**src/rtl/control_secuencia_stepper.sv**
```systemverilog
`default_nettype none
// control_secuencia_stepper: ramped phase-accumulator step sequencer driving a 4-wire stepper.
// Build option HALF_STEP_EN selects the 8-pattern half-step sequence instead of full steps.
module control_secuencia_stepper #(
    parameter int TICK_DIV   = 50000,
    parameter int RAMP_TICKS = 4
) (
    input  logic       CLOCK_50,
    input  logic       RESET_N,
    input  logic [7:0] VELOCIDAD,
    input  logic       DIRECCION,
    input  logic       ENABLE,
    output logic [3:0] BOBINAS,
    output logic       PASO,
    output logic [7:0] VEL_ACTUAL,
    output logic       DIR_ACTUAL,
    output logic [2:0] ESTADO
);
    localparam int TW = (TICK_DIV > 1) ? $clog2(TICK_DIV) : 1;
    localparam int RW = (RAMP_TICKS > 1) ? $clog2(RAMP_TICKS) : 1;
    localparam logic [TW-1:0] TICK_LAST = TW'(TICK_DIV - 1);
    localparam logic [RW-1:0] RAMP_LAST = RW'(RAMP_TICKS - 1);
`ifdef HALF_STEP_EN
    localparam int IW = 3;
`else
    localparam int IW = 2;
`endif

    typedef enum logic [2:0] {
        IDLE    = 3'd0,
        ACCEL   = 3'd1,
        CRUISE  = 3'd2,
        DECEL   = 3'd3,
        REVERSE = 3'd4
    } state_t;

    logic [TW-1:0] tick_q, tick_d;
    logic [RW-1:0] ramp_q, ramp_d;
    logic [7:0]    acc_q, acc_d;
    logic [7:0]    vel_q, vel_d;
    logic          dir_q, dir_d;
    logic          paso_q, paso_d;
    logic [IW-1:0] idx_q, idx_d;
    logic [3:0]    bob_q, bob_d;
    state_t        state_q, state_d;
    state_t        state_cls;
    logic          tick;
    logic [7:0]    target;
    logic [8:0]    sum;

    function automatic logic [3:0] patron(input logic [IW-1:0] i);
`ifdef HALF_STEP_EN
        case (i)
            3'd0:    patron = 4'b1000;
            3'd1:    patron = 4'b1100;
            3'd2:    patron = 4'b0100;
            3'd3:    patron = 4'b0110;
            3'd4:    patron = 4'b0010;
            3'd5:    patron = 4'b0011;
            3'd6:    patron = 4'b0001;
            default: patron = 4'b1001;
        endcase
`else
        case (i)
            2'd0:    patron = 4'b1100;
            2'd1:    patron = 4'b0110;
            2'd2:    patron = 4'b0011;
            default: patron = 4'b1001;
        endcase
`endif
    endfunction

    // A pending reversal forces the ramp down to zero before the direction may change.
    assign tick   = (tick_q == TICK_LAST);
    assign target = (DIRECCION != dir_q) ? 8'd0 : VELOCIDAD;
    assign sum    = {1'b0, acc_q} + {1'b0, vel_q};

    always_comb begin
        tick_d = tick_q;
        ramp_d = ramp_q;
        acc_d  = acc_q;
        vel_d  = vel_q;
        dir_d  = dir_q;
        idx_d  = idx_q;
        paso_d = 1'b0;
        if (!ENABLE) begin
            tick_d = '0;
            ramp_d = '0;
            acc_d  = 8'd0;
            vel_d  = 8'd0;
            dir_d  = DIRECCION;
        end else begin
            tick_d = tick ? '0 : tick_q + 1'b1;
            if (tick) begin
                ramp_d = (ramp_q == RAMP_LAST) ? '0 : ramp_q + 1'b1;
                acc_d  = sum[7:0];
                if (sum[8]) begin
                    paso_d = 1'b1;
                    idx_d  = dir_q ? idx_q + 1'b1 : idx_q - 1'b1;
                end
                if (vel_q == 8'd0) begin
                    dir_d = DIRECCION;
                end
                if (ramp_q == RAMP_LAST) begin
                    if (vel_q < target) begin
                        vel_d = vel_q + 8'd1;
                    end else if (vel_q > target) begin
                        vel_d = vel_q - 8'd1;
                    end
                end
            end
        end
        bob_d = ENABLE ? patron(idx_d) : 4'b0000;
    end

    always_comb begin
        state_cls = IDLE;
        if (!ENABLE) begin
            state_cls = IDLE;
        end else if ((DIRECCION != dir_q) && (vel_q != 8'd0)) begin
            state_cls = REVERSE;
        end else if (vel_q < target) begin
            state_cls = ACCEL;
        end else if (vel_q > target) begin
            state_cls = DECEL;
        end else if (vel_q != 8'd0) begin
            state_cls = CRUISE;
        end
        case (state_q)
            IDLE, ACCEL, CRUISE, DECEL, REVERSE: state_d = state_cls;
            default:                             state_d = IDLE;
        endcase
    end

    always_ff @(posedge CLOCK_50) begin
        if (!RESET_N) begin
            tick_q  <= '0;
            ramp_q  <= '0;
            acc_q   <= 8'd0;
            vel_q   <= 8'd0;
            dir_q   <= 1'b1;
            idx_q   <= '0;
            paso_q  <= 1'b0;
            bob_q   <= 4'b0000;
            state_q <= IDLE;
        end else begin
            tick_q  <= tick_d;
            ramp_q  <= ramp_d;
            acc_q   <= acc_d;
            vel_q   <= vel_d;
            dir_q   <= dir_d;
            idx_q   <= idx_d;
            paso_q  <= paso_d;
            bob_q   <= bob_d;
            state_q <= state_d;
        end
    end

    assign BOBINAS    = bob_q;
    assign PASO       = paso_q;
    assign VEL_ACTUAL = vel_q;
    assign DIR_ACTUAL = dir_q;
    assign ESTADO     = state_q;
endmodule
`default_nettype wire

```
**config.mk**
```make
export PLATFORM = sky130hd
export DESIGN_NAME = control_secuencia_stepper
export DESIGN_NICKNAME = d
export VERILOG_FILES = /design/src/rtl/control_secuencia_stepper.sv
export SDC_FILE = /design/constraint.sdc
export NUM_CORES = 1
export LEC_CHECK = 0
export ABC_AREA = 0
export ABC_CLOCK_PERIOD_IN_PS = 7560
export BUFFER_PORTS_ARGS = -buffer_cell sky130_fd_sc_hd__buf_2
export CAP_MARGIN = 20
export CORE_MARGIN = 8
export CORE_UTILIZATION = 40
export DETAILED_ROUTE_END_ITERATION = 16
export SYNTH_ARGS = -nofsm -noshare
export SYNTH_HDL_FRONTEND = slang
export SYNTH_SLANG_ARGS = --single-unit
```
**constraint.sdc**
```tcl
create_clock -name CLOCK_50 -period 7.56 [get_ports CLOCK_50]
set_clock_uncertainty 0.2 [all_clocks]
set_input_delay 2.268 -clock CLOCK_50 [delete_from_list [all_inputs] [get_ports CLOCK_50]]
set_output_delay 2.268 -clock CLOCK_50 [all_outputs]
set_load 0.02 [all_outputs]
```
==> results by group <==
Run status
  – Outcome: complete, no violations

Setup path
  – CP cell instances: buf_2 -> xnor2_1 -> nand2_1 -> ha_1 -> and3_4 -> a221o_1 -> a21oi_1 -> inv_1 -> ha_1 -> nor2b_1 -> o21ai_0 -> a21boi_0 -> o21ai_0 -> a2111o_1 -> o221ai_1
  – Kind of critical path: primary input to register
  – Peak fanout along the critical path: 9
  – Critical path startpoint category: primary input
  – CP endpoint kind: register
  – Critical path arrival: 6.09 ns
  – Slowest cell on crit path: xnor2_1
  – CP max stage delay: 0.62 ns
  – CP required: 7.58 ns

Logic synthesis
  – Yosys Warn Count: 0
  – Post-synth top flop: dfxtp_1
  – Cells after Synth: 300
  – Synth cell types: 47
  – Post-synthesis sequential area ratio: 0.344
  – EDFF count, synth: 0
  – #FFs+latches synth: 45
  – Syn avg cell area: 8.74 sq um
  – Post-synth net total: 342
  – Post-synthesis instance area: 0.00262 sq mm
  – Post-synth ARST share: 0

Power
  – Sequential share of power: 0.490
  – Clock share of power: 0.440
  – Power density cells: 165 mW/mm^2
  – Worst vdd ir: 0.102 mV
  – Pint: 0.384 mW
  – Logic pwr share: 0.070
  – Pleak: 1.33 nW
  – P_sw: 0.106 mW
  – Sw Ratio: 0.216

Floorplan
  – DIE WIDTH: 97.0 um
  – Initial Utilization: 0.413
  – Core footprint: 0.00635 sq mm
  – Die area: 0.00940 sq mm
  – Chip height: 97.0 um
  – Row Count: 29
  – Num ports: 29

Final layout
  – Ant diodes: 0
  – Post-layout nets: 370
  – Area growth syn-to-layout: 13.0%
  – Cell area after layout: 0.00296 sq mm
  – Layout cell share with drive strength beyond 1: 0.134
  – Fill count: 611
  – Util after Layout: 0.466
  – Most frequent cells in the layout: dfxtp_1, nand2_1, nor2_1
  – Commonest non-fill, non-tap cell in the layout: dfxtp_1

Drt
  – Initial DRC Count: 112
  – Vias: 2126
  – Vias per inst: 5.24
  – DRT Pass-1 Iters: 4
  – WL per Instance: 13.7 um
  – Routed WL: 5550 um
  – Final ANT Viol Nets: 0
  – DRC viols: 0

Clocking
  – Maximum clock path buffer count: 2
  – Clk_lat worst skew: 0.30 ns
  – # clock sinks: 45
  – Hold Buf Count CTS: 0
  – CTS tree: done
  – Post-CTS setup buffer count: 0
  – H-tree Lvls: 2
  – Worst-path clk slew: 0.09 ns
  – Clock root cell: clkbuf_8
  – CTS Buf Count: 5
  – Post-cts resize count: 0

Global routing
  – Largest net degree at the start of global routing: 21
  – Vias in the first global route: 2000
  – Final global-route overflow total: 0
  – Antenna violations before repair: 0
  – GRT Util Overall: 0.119
  – First-pass GRT wire length: 9430 um

Place
  – Dpl hpwl: 4220 um
  – GPL Wtd Cong: 0.771
  – IO Port Bufs: 28
  – Area after DPL: 0.00283 sq mm

Timing
  – Rel. slew slack: 0.473
  – Max Transition Viols Final: 0
  – # setup viols final: 0
  – Total negative slack: 0 ns
  – RSZ-0062 raised after global routing: no
  – Max Fclk: 0.165 GHz
  – Final Hold Vio Count: 0
  – Tcrit/Tclk final: 0.804
  – Period minus WS final: 6.08 ns
  – Worst-margin pin slew: 0.785 ns

Worst hold path
  – Worst hold path type: register to register

Run
  – Max-Cap Viols: 0
-- Yosys cell counts, drive strengths merged (2+ instances only) --
cell / instances / area share
fa: 2 / 0.015
and4bb: 2 / 0.0095
clkbuf: 5 / 0.0072
xor2: 11 / 0.037
or3: 2 / 0.0048
xnor2: 15 / 0.050
a21oi: 15 / 0.029
and3: 10 / 0.026
mux2i: 7 / 0.027
nor4b: 2 / 0.0091
o31ai: 2 / 0.0057
nor4: 5 / 0.014
dfxtp: 45 / 0.34
buf: 2 / 0.0043
o21a: 2 / 0.0057
nor3: 6 / 0.011
o21ai: 11 / 0.021
and4: 5 / 0.017
nor2: 35 / 0.053
nand2: 38 / 0.055
inv: 10 / 0.014
ha: 28 / 0.13
and2: 3 / 0.0072
nand3: 10 / 0.019
nand2b: 3 / 0.0072
nand4: 3 / 0.0072
a21o: 5 / 0.014
nor2b: 3 / 0.0072
-- kinds of logic (layout without fill, tap and decap cells) --
family          after synthesis  after routing  synth area share
compound gates               45             45             0.111
xor+xnor                     26             26            0.0869
fa+ha+maj                    30             30             0.149
buf+inv                      17             46            0.0258
flops                        45             45             0.344
mux                           7              7            0.0267
simple gates                130            130             0.257
-- cell type report --
type	count	area (sq um)	area share
clock inverter	3	65.1	0.0220
sequential	45	901	0.304
clock buffer	5	68.8	0.0232
inverter	10	37.5	0.0127
multi-input combinational	238	1650	0.558
tap	77	96.3	0.0325
timing repair buffer	28	140	0.0473
-- worst max-delay path: cells and delay by family --
family / cells / cell delay [ns]
AOI/OAI and AO/OA: 7 / 1.70
adders and majority gates: 2 / 0.72
xor gates and xnor gates: 1 / 0.62
and+or+nand+nor: 3 / 0.45
buffers and inverters: 2 / 0.34
-- path summary, 6_finish.rpt --
| check | start | endpoint | slack, ns | depth (start not counted) |
|---|---|---|---|---|
| worst max-delay path | DIRECCION | VEL_ACTUAL[6] | 1.48 | 15 |
| worst max register to register | DIR_ACTUAL | VEL_ACTUAL[6] | 3.17 | 14 |
| worst min register to register | acc_q[6] | acc_q[6] | 0.26 | 2 |
| worst min-delay path | acc_q[6] | acc_q[6] | 0.26 | 2 |
-- sequential cells by signal (all words and copies together) (netlist names) --
register / cells
acc_q: 8
ramp_q: 2
tick_q: 16
ESTADO: 3
VEL_ACTUAL: 8
idx_q: 2
DIR_ACTUAL: 1
PASO: 1
BOBINAS: 4
-- power groups by stage --
stage | Combinational (mW) | Clock, mW | Sequential [mW]
after floorplan | 0.0224 | 0 | 0.247
after global placement | 0.0335 | 0 | 0.246
after detailed placement | 0.0344 | 0 | 0.246
after CTS | 0.0346 | 0.223 | 0.240
after global routing | 0.0389 | 0.232 | 0.240
final | 0.0343 | 0.215 | 0.240
-- through the flow --
stage	setup WS, ns	hold slack [ns]	instances	power (mW)
after floorplan	1.92	0.234	300	0.270
after global placement	1.39	0.242	398	0.279
after detailed placement	1.22	0.249	398	0.280
after CTS	1.50	0.262	406	0.497
after global routing	1.10	0.272	406	0.511
final	1.48	0.261	406	0.490
-- layer usage --
layer	GRT usage	wire, um	up-vias
met5	0	0	-
met4	0.0367	37	0
met3	0.0334	222	5
met2	0.191	2560	32
met1	0.148	2730	981
li1	-	-	1108
Power figures use the tool's default switching activity.
